### src/rtl/vga_sync_monitor.sv
// vga_sync_monitor: receive-side checker for a VGA timing stream.
// Samples active-low hsync/vsync and blank_n, measures line and frame geometry,
// recovers pixel coordinates, declares lock after clean frames and flags timing errors.
// Ports:
//   VGA_clk     pixel clock, all logic on posedge
//   rst         synchronous active-high reset
//   VGA_Hsync   hsync (active low)       VGA_Vsync  vsync (active low)
//   blank_n     1 = active video         clr_err    pulse, clears err_flags
//   xPixel/yPixel  recovered column/row, valid when pix_valid
//   pix_valid   registered copy of sampled blank_n
//   h_total/hsync_w  last line period / hsync width (clocks)
//   v_total/vsync_w  last frame height / vsync width (lines)
//   locked      1 in LOCKED state
//   err_pulse   1-cycle pulse on any mismatch
//   err_flags   sticky [0]h_total [1]hsync_w [2]v_total [3]vsync_w [4]active
module vga_sync_monitor #(
   parameter int unsigned EXP_H_TOTAL = 794,
   parameter int unsigned EXP_HSYNC_W = 92,
   parameter int unsigned EXP_V_TOTAL = 526,
   parameter int unsigned EXP_VSYNC_W = 2,
   parameter int unsigned H_ACTIVE    = 640,
   parameter int unsigned V_ACTIVE    = 480,
   parameter int unsigned LOCK_FRAMES = 2
) (
   input  logic        VGA_clk,
   input  logic        rst,
   input  logic        VGA_Hsync,
   input  logic        VGA_Vsync,
   input  logic        blank_n,
   input  logic        clr_err,
   output logic [9:0]  xPixel,
   output logic [9:0]  yPixel,
   output logic        pix_valid,
   output logic [10:0] h_total,
   output logic [10:0] hsync_w,
   output logic [9:0]  v_total,
   output logic [9:0]  vsync_w,
   output logic        locked,
   output logic        err_pulse,
   output logic [4:0]  err_flags
);

   localparam int unsigned GoodW = (LOCK_FRAMES < 2) ? 1 : $clog2(LOCK_FRAMES + 1);

   localparam logic [10:0]      Max11     = 11'h7ff;
   localparam logic [9:0]       Max10     = 10'h3ff;
   localparam logic [10:0]      ExpHTotal = 11'(EXP_H_TOTAL);
   localparam logic [10:0]      ExpHsyncW = 11'(EXP_HSYNC_W);
   localparam logic [10:0]      ExpVTotal = 11'(EXP_V_TOTAL);
   localparam logic [9:0]       ExpVsyncW = 10'(EXP_VSYNC_W);
   localparam logic [10:0]      HActive   = 11'(H_ACTIVE);
   localparam logic [9:0]       VActive   = 10'(V_ACTIVE);
   localparam logic [10:0]      VLostLim  = 11'(2 * EXP_V_TOTAL);
   localparam logic [GoodW-1:0] LockFrms  = GoodW'(LOCK_FRAMES);

   typedef enum logic [1:0] {StSearch, StTrack, StLocked} state_e;

   state_e           state_q, state_d;
   logic [GoodW-1:0] good_q, good_d;
   logic             bad_q, bad_d;
   logic             h_seen_q, h_seen_d;
   logic             s_hs_q, s_vs_q, s_bl_q, d_hs_q, d_vs_q, d_bl_q;
   // v_cnt is one bit wider than v_total so the vsync-lost limit (2x frame) is reachable.
   logic [10:0]      h_cnt_q, h_cnt_d, hw_cnt_q, hw_cnt_d, v_cnt_q, v_cnt_d, a_cnt_q, a_cnt_d;
   logic [9:0]       vw_cnt_q, vw_cnt_d, al_cnt_q, al_cnt_d;
   logic [9:0]       x_q, x_d, y_q, y_d;
   logic             y_first_q, y_first_d;
   logic             pix_valid_q, pix_valid_d;
   logic [10:0]      h_total_q, h_total_d, hsync_w_q, hsync_w_d;
   logic [9:0]       v_total_q, v_total_d, vsync_w_q, vsync_w_d;
   logic             err_pulse_q, err_pulse_d;
   logic [4:0]       err_flags_q, err_flags_d;

   logic             hs_fall, hs_rise, vs_fall, vs_rise, bl_rise, bl_fall;
   logic [10:0]      h_inc;
   logic [4:0]       err_now;
   logic             lost;
   logic [GoodW-1:0] good_inc;

   assign hs_fall  = d_hs_q & ~s_hs_q;
   assign hs_rise  = ~d_hs_q & s_hs_q;
   assign vs_fall  = d_vs_q & ~s_vs_q;
   assign vs_rise  = ~d_vs_q & s_vs_q;
   assign bl_rise  = ~d_bl_q & s_bl_q;
   assign bl_fall  = d_bl_q & ~s_bl_q;
   assign h_inc    = (h_cnt_q == Max11) ? Max11 : h_cnt_q + 11'd1;
   assign lost     = (v_cnt_q > VLostLim) | (h_cnt_q == Max11);
   assign good_inc = good_q + GoodW'(1);

   // Mismatch detection, only meaningful once the stream has been acquired.
   always_comb begin
      err_now = '0;
      if (state_q != StSearch) begin
         err_now[0] = hs_fall & h_seen_q & (h_inc != ExpHTotal);
         err_now[1] = hs_rise & (hw_cnt_q != ExpHsyncW);
         err_now[2] = vs_fall & (v_cnt_q != ExpVTotal);
         err_now[3] = vs_rise & (vw_cnt_q != ExpVsyncW);
         err_now[4] = (bl_fall & (a_cnt_q != HActive)) | (vs_fall & (al_cnt_q != VActive));
      end
   end

   // Geometry counters and coordinate recovery.
   always_comb begin
      h_cnt_d     = hs_fall ? 11'd0 : h_inc;
      h_total_d   = (hs_fall && h_seen_q) ? h_inc : h_total_q;
      hw_cnt_d    = s_hs_q ? 11'd0 : ((hw_cnt_q == Max11) ? Max11 : hw_cnt_q + 11'd1);
      hsync_w_d   = hs_rise ? hw_cnt_q : hsync_w_q;
      v_cnt_d     = v_cnt_q;
      if (vs_fall) v_cnt_d = 11'd0;
      else if (hs_fall && v_cnt_q != Max11) v_cnt_d = v_cnt_q + 11'd1;
      v_total_d   = v_total_q;
      if (vs_fall) v_total_d = (v_cnt_q > {1'b0, Max10}) ? Max10 : v_cnt_q[9:0];
      vw_cnt_d    = vw_cnt_q;
      if (s_vs_q) vw_cnt_d = 10'd0;
      else if (hs_fall && vw_cnt_q != Max10) vw_cnt_d = vw_cnt_q + 10'd1;
      vsync_w_d   = vs_rise ? vw_cnt_q : vsync_w_q;
      a_cnt_d     = s_bl_q ? ((a_cnt_q == Max11) ? Max11 : a_cnt_q + 11'd1) : 11'd0;
      al_cnt_d    = al_cnt_q;
      if (vs_fall) al_cnt_d = 10'd0;
      else if (bl_rise && al_cnt_q != Max10) al_cnt_d = al_cnt_q + 10'd1;
      pix_valid_d = s_bl_q;
      x_d         = x_q;
      if (bl_rise) x_d = 10'd0;
      else if (s_bl_q) x_d = x_q + 10'd1;
      y_d         = y_q;
      y_first_d   = y_first_q;
      if (bl_rise) begin
         y_d       = y_first_q ? 10'd0 : y_q + 10'd1;
         y_first_d = 1'b0;
      end
      if (vs_fall) y_first_d = 1'b1;
      err_pulse_d = |err_now;
      // A new error beats a simultaneous clear.
      err_flags_d = (clr_err ? 5'd0 : err_flags_q) | err_now;
   end

   // Lock state machine.
   always_comb begin
      state_d  = state_q;
      good_d   = good_q;
      bad_d    = bad_q | (|err_now);
      h_seen_d = h_seen_q | hs_fall;
      unique case (state_q)
         StSearch: begin
            if (vs_fall) begin
               state_d = StTrack;
               good_d  = '0;
               bad_d   = 1'b0;
            end
         end
         StTrack: begin
            if (lost) begin
               state_d  = StSearch;
               h_seen_d = 1'b0;
            end else if (vs_fall) begin
               bad_d = 1'b0;
               if (bad_q || (|err_now)) begin
                  good_d = '0;
               end else begin
                  good_d = good_inc;
                  if (good_inc == LockFrms) state_d = StLocked;
               end
            end
         end
         StLocked: begin
            if (lost) begin
               state_d  = StSearch;
               h_seen_d = 1'b0;
            end else begin
               if (|err_now) begin
                  state_d = StTrack;
                  good_d  = '0;
               end
               if (vs_fall) bad_d = 1'b0;
            end
         end
         default: state_d = StSearch;
      endcase
   end

   always_ff @(posedge VGA_clk) begin
      if (rst) begin
         s_hs_q      <= 1'b1;
         s_vs_q      <= 1'b1;
         s_bl_q      <= 1'b0;
         d_hs_q      <= 1'b1;
         d_vs_q      <= 1'b1;
         d_bl_q      <= 1'b0;
         state_q     <= StSearch;
         good_q      <= '0;
         bad_q       <= 1'b0;
         h_seen_q    <= 1'b0;
         h_cnt_q     <= '0;
         hw_cnt_q    <= '0;
         v_cnt_q     <= '0;
         vw_cnt_q    <= '0;
         a_cnt_q     <= '0;
         al_cnt_q    <= '0;
         x_q         <= '0;
         y_q         <= '0;
         // Rows before the first vsync still number from zero.
         y_first_q   <= 1'b1;
         pix_valid_q <= 1'b0;
         h_total_q   <= '0;
         hsync_w_q   <= '0;
         v_total_q   <= '0;
         vsync_w_q   <= '0;
         err_pulse_q <= 1'b0;
         err_flags_q <= '0;
      end else begin
         s_hs_q      <= VGA_Hsync;
         s_vs_q      <= VGA_Vsync;
         s_bl_q      <= blank_n;
         d_hs_q      <= s_hs_q;
         d_vs_q      <= s_vs_q;
         d_bl_q      <= s_bl_q;
         state_q     <= state_d;
         good_q      <= good_d;
         bad_q       <= bad_d;
         h_seen_q    <= h_seen_d;
         h_cnt_q     <= h_cnt_d;
         hw_cnt_q    <= hw_cnt_d;
         v_cnt_q     <= v_cnt_d;
         vw_cnt_q    <= vw_cnt_d;
         a_cnt_q     <= a_cnt_d;
         al_cnt_q    <= al_cnt_d;
         x_q         <= x_d;
         y_q         <= y_d;
         y_first_q   <= y_first_d;
         pix_valid_q <= pix_valid_d;
         h_total_q   <= h_total_d;
         hsync_w_q   <= hsync_w_d;
         v_total_q   <= v_total_d;
         vsync_w_q   <= vsync_w_d;
         err_pulse_q <= err_pulse_d;
         err_flags_q <= err_flags_d;
      end
   end

   assign xPixel    = x_q;
   assign yPixel    = y_q;
   assign pix_valid = pix_valid_q;
   assign h_total   = h_total_q;
   assign hsync_w   = hsync_w_q;
   assign v_total   = v_total_q;
   assign vsync_w   = vsync_w_q;
   assign locked    = (state_q == StLocked);
   assign err_pulse = err_pulse_q;
   assign err_flags = err_flags_q;

endmodule

### config.mk
export PLATFORM = sky130hd
export DESIGN_NAME = vga_sync_monitor
export DESIGN_NICKNAME = d
export VERILOG_FILES = /design/src/rtl/vga_sync_monitor.sv
export SDC_FILE = /design/constraint.sdc
export NUM_CORES = 1
export LEC_CHECK = 0
export CAP_MARGIN = 20
export CORE_UTILIZATION = 25
export DETAILED_ROUTE_END_ITERATION = 6
export DONT_BUFFER_PORTS = 1
export GPL_TIMING_DRIVEN = 0
export PLACE_DENSITY = 0.45
export SLEW_MARGIN = 5
export SYNTH_ARGS = -nofsm -noshare
export SYNTH_HDL_FRONTEND = slang
export SYNTH_SLANG_ARGS = --single-unit
export TNS_END_PERCENT = 10
### constraint.sdc
create_clock -name VGA_clk -period 3.26 [get_ports VGA_clk]
set_input_delay 0.652 -clock VGA_clk [delete_from_list [all_inputs] [get_ports VGA_clk]]
set_output_delay 0.652 -clock VGA_clk [all_outputs]
set_load 0.01 [all_outputs]
# Word level (Yosys, flattened, before mapping)
# Index checks and enable logic that the tools add are counted.
# totals
reg_bits	145
word_cells	129
# op_classes
addsub	9
order_cmp	2
n_eq_ne	24
n_mux	27
bitwise_logic	24
n_reduce_logical	18
# op_table
op	count
adder 11 x 1 -> 11 bit (second input constant)	4
adder 10 x 1 -> 10 bit (second input constant)	4
equality test 11 bit (second input constant)	3
2-to-1 mux 11 bit	3
!= test 11 x 10 -> 1 bit (second input constant)	3
2-to-1 mux 2 bit	13
2-to-1 mux 10 bit	2
!= test 10 bit (second input constant)	2
OR reduction 2 bit	7
bitwise AND 1 bit	13
case mux 2 bit (3 select lines)	2
> comparator 11 x 10 -> 1 bit (second input constant)	1
> comparator 11 bit (second input constant)	1
!= test 11 bit (second input constant)	1
!= test 11 x 7 -> 1 bit (second input constant)	1
2-to-1 mux 5 bit	2
!= test 10 x 2 -> 1 bit (second input constant)	1
!= test 10 x 9 -> 1 bit (second input constant)	1
!= test 3 bit (second input constant)	3
!= test 2 bit (second input constant)	4
inverter 1 bit	6
AND reduction 6 bit	1
bitwise OR 5 bit	1
AND reduction 5 bit	1
14 further kinds	24

# Longest topological paths before layout
# logic_depth
word_depth	11
mapped_depth	10

# Worst setup path after synthesis
# Ideal clock, no wire load.
# synth_timing
path_type	register to register
start	register v_cnt_q[0]
end	register good_q[0]
t_arrival_ps	2549
path_slack_ps	640
path_stages_with_launch	11
path_buffers	1
path_cell_list	dfxtp_1 -> clkbuf_1 -> inv_1 -> ha_1 -> or4bb_1 -> o31ai_1 -> and2_1 -> nand3_4 -> a2111o_1 -> or4_1 -> a21oi_1
# synth_between
elab_chain_cells	9
word_cells_on_any_way	15
classes_between	order compare (1); eq/ne (4); mux (5); bitwise (2); reduce/logical (3)
# synth_lines
item	line	rtl
from (decl)	64	logic [10:0] h_cnt_q, h_cnt_d, hw_cnt_q, hw_cnt_d, v_cnt_q, v_cnt_d, a_cnt_q, a_cnt_d;
from (signal assigned)	223	v_cnt_q <= v_cnt_d;
!= test 11 x 10 -> 1 bit	96	err_now[2] = vs_fall & (v_cnt_q != ExpVTotal);
bitwise AND 1 bit	96	
2-to-1 mux 5 bit	93	if (state_q != StSearch) begin
OR reduction 5 bit	157, 170	
logical OR 1 bit	157	if (bad_q || (|err_now)) begin
2-to-1 mux 2 bit	157	
2-to-1 mux 2 bit	155	end else if (vs_fall) begin
2-to-1 mux 2 bit	152	if (lost) begin
case mux 2 bit (3 select lines)	143	unique case (state_q)
to (signal assigned)	218	good_q <= good_d;
to (decl)	59	logic [GoodW-1:0] good_q, good_d;
# Parallel ways exist; a longest one is shown, timed or not. The select of a mux whose other input is x is not followed.
# A chain may end at the register's enable or synchronous reset.

# Worst setup path after layout
# Ends and elaborated chain as after synthesis.

==> results.cfg <==
[timing]
skew_ns = 0.01589
slew_violations = 0
fin_crit_ns = 3.040
rsz0062_at_grt = false
finalHoldViolations = 0
fin_crit_sh_pct = 93.25
setup_tns_ns = 0
worst_slew_margin_rel_pct = 40.91
tightest_slew_ns = 0.8788
setup_viol = 0
max_freq_mhz = 328.9

[critical_path]
critPathArrivalTime_ns = 3.39
end_kind = flop
worstSetupPathType = reg -> reg
cp_max_fo = 7
startpoint_type = flop
cp.required_ns = 3.61

[clocking]
root_buffer = clkbuf_16
htreeDepth = 4
postCtsResizedCells = 0
tritoncts = yes
hold_buffers = 0
numClockSinks = 145
clkTransAtPathRegs_ns = 0.06
clock_latency_ns = 0.42
clock_path_buffers = 2
post_cts_buffers = 0
numCtsBuffers = 17

[synth]
synthFlopType = dfxtp_1
yosysWarnings = 0
synth_area_sq_mm = 0.006212
ys_seq_area_share_pct = 46.73
synth_edf_count = 0
synth_cell_types = 51
synth_cells = 731
avgSynthCellArea_sq_um = 8.498
async_flop_share_pct = 0
syn_nets = 756
synth-seq-cells = 145

[routing]
route.detailed.drc = 0
routed_wl_um = 14840
vias = 4915
final_antenna_net_count = 0
routedWlPerCell_um = 13.66
dr_wl_met2_um = 6839
wl_met3_um = 673
wl_met1_um = 7067
viasPerCell = 4.522
drtPass1Iterations = 4
drt_iter0_markers = 215
routed.top_layer = met5

[global_routing]
grt-ovfl-total = 0
grt_pass1_wl_um = 25120
antenna_found_initial = 1
grt_pass1_vias = 4825
grt_usage_pct = 12.43
grt_max_degree = 17

[placed_design]
routabilityCongestion = 0.7699
portBuffers = 0
placedInstanceArea_sq_mm = 0.006623
place_hpwl_um = 10720

[cells_and_area]
area_growth_pct = 15.85
fillers = 2600
antenna_cells = 0
final_nets = 776
drive_gt1_share_pct = 6.029
finalInstanceArea_sq_mm = 0.007197

[min_path]
hold_path_class = in -> reg

[power_and_ir_drop]
finalPower_mw = 4.037
p_per_area_mw_per_mm2 = 560.9
ir_drop_mv = 0.2573
leakage_nw = 2.399

[outcome]
status = complete, no violations

[die]
core_area_sq_mm = 0.02432
initial_utilization_pct = 25.54
io_pins = 76
row_count = 57
die_w_um = 159.6
die_area_sq_mm = 0.02548
die_h_um = 159.6

[job]
maxCapViolCount = 0
[layout by cell type, fill, tap and decap left out, drive strengths merged, types with 4 or more instances in the layout]
cell / n
xor2: 32
nand4: 19
clkinv: 7
nand2b: 13
nand2: 82
ha: 19
dfxtp: 145
o21ai: 16
or4: 6
and3: 10
inv: 23
a21oi: 65
buf: 4
a211oi: 13
a31oi: 4
clkbuf: 43
nor3: 20
or2: 7
nand3: 27
nor2b: 8
or3: 7
nor4b: 5
mux2i: 4
and2: 5
xnor2: 23
nor2: 119
[flip-flops by register name, indices dropped and copies added (netlist names), 2 cells and up]
register,count
a_cnt_q,11
al_cnt_q,10
err_flags,5
good_q,2
h_cnt_q,11
h_total,11
hsync_w,11
hw_cnt_q,11
state_q,2
v_cnt_q,11
v_total,10
vsync_w,10
vw_cnt_q,10
xPixel,10
yPixel,10
[critical path: stages, from the launching register on]
cell      delay, ns
dfxtp_1        0.31
clkbuf_1       0.19
inv_1          0.12
ha_1           0.14
or4bb_1        0.47
o31ai_1        0.42
and2_1         0.27
nand3_4        0.09
a2111o_1       0.41
or4_1          0.40
a21oi_1        0.14
[kinds of logic after synthesis]
logic type,Yosys count,synth area share [%]
AOI/OAI and AO/OA,118,11.20
xor gates and xnor gates,55,7.754
adders and majority gates,19,3.827
buffers and inverters,48,2.900
DFF,145,46.73
muxes,4,0.6445
and+or+nand+nor,342,26.95
[path summary, 6_finish.rpt]
path,from,end,slack [ns],cells past startpoint
hold / removal,VGA_Hsync,s_hs_q,0.34,1
setup / recovery,v_cnt_q[0],good_q[0],0.22,10
setup reg to reg,v_cnt_q[0],good_q[0],0.22,10
hold reg to reg,good_q[1],good_q[1],0.48,2
[area by class of cell]
| class | count | area, sq um | area share (%) |
|---|---|---|---|
| clock buffer | 20 | 466.7 | 6.485 |
| buffer | 26 | 97.59 | 1.356 |
| sequential | 145 | 2903 | 40.33 |
| multi-input combinational | 538 | 3129 | 43.48 |
| inverter | 22 | 82.58 | 1.147 |
| tap | 324 | 405.4 | 5.633 |
| timing repair buffer | 1 | 5.005 | 0.06954 |
| clock inverter | 11 | 107.6 | 1.495 |
[report_power, final]
group	leakage [nW]	internal, mW	switching [mW]	total [mW]
logic	0.947	0.101	0.185	0.286
registers	1.17	1.82	0.0517	1.87
clock network	0.278	1.11	0.770	1.88
total	2.40	3.03	1.01	4.04
[synthesized netlist by cell type (2+ instances only)]
cell,n,area share [%]
xor2_1,32,4.5
nor3_1,20,1.6
nor4b_1,5,0.70
nor2_1,119,7.2
ha_1,19,3.8
a21o_1,2,0.24
or2_2,7,0.70
nor3b_1,2,0.24
xnor2_1,23,3.2
and2_1,5,0.50
clkbuf_1,23,1.4
mux2i_1,4,0.64
dfxtp_1,145,47
nand2b_1,13,1.3
a2111o_1,2,0.36
and3_1,10,1.0
nand3_4,2,0.56
and4_1,2,0.28
nor2b_1,8,0.81
nand4_1,19,1.9
o21a_1,3,0.36
o31ai_1,3,0.36
nand3_1,24,1.9
a221oi_1,2,0.28
a211oi_1,13,1.6
nand2_1,82,5.0
inv_1,22,1.3
or4_1,5,0.60
o21ai_0,16,1.3
nand3b_1,2,0.24
a21oi_1,65,5.2
or3_1,7,0.70
buf_1,3,0.18
nand4b_1,2,0.28
a31oi_1,4,0.40
[metal layers]
| metal | GRT usage (%) | up-vias |
|---|---|---|
| met5 | 0 | - |
| met2 | 19.79 | 80 |
| met1 | 15.71 | 2262 |
| met4 | 4.633 | 2 |
| li1 | - | 2552 |
| met3 | 3.844 | 19 |
[per-stage QoR]
step                      util, %  hold WS [ns]  std cells  setup slack, ns
final                       29.59        0.3359       1087           0.2199
after global routing        29.59        0.3101       1087          0.05388
after CTS                   29.59        0.3090       1087           0.2215
after detailed placement    27.23        0.4674       1056           0.2479
after global placement      27.21        0.4657       1055           0.2740
after floorplan                 -        0.4496        731           0.6402
No activity file was read; power rests on OpenSTA's default activity.
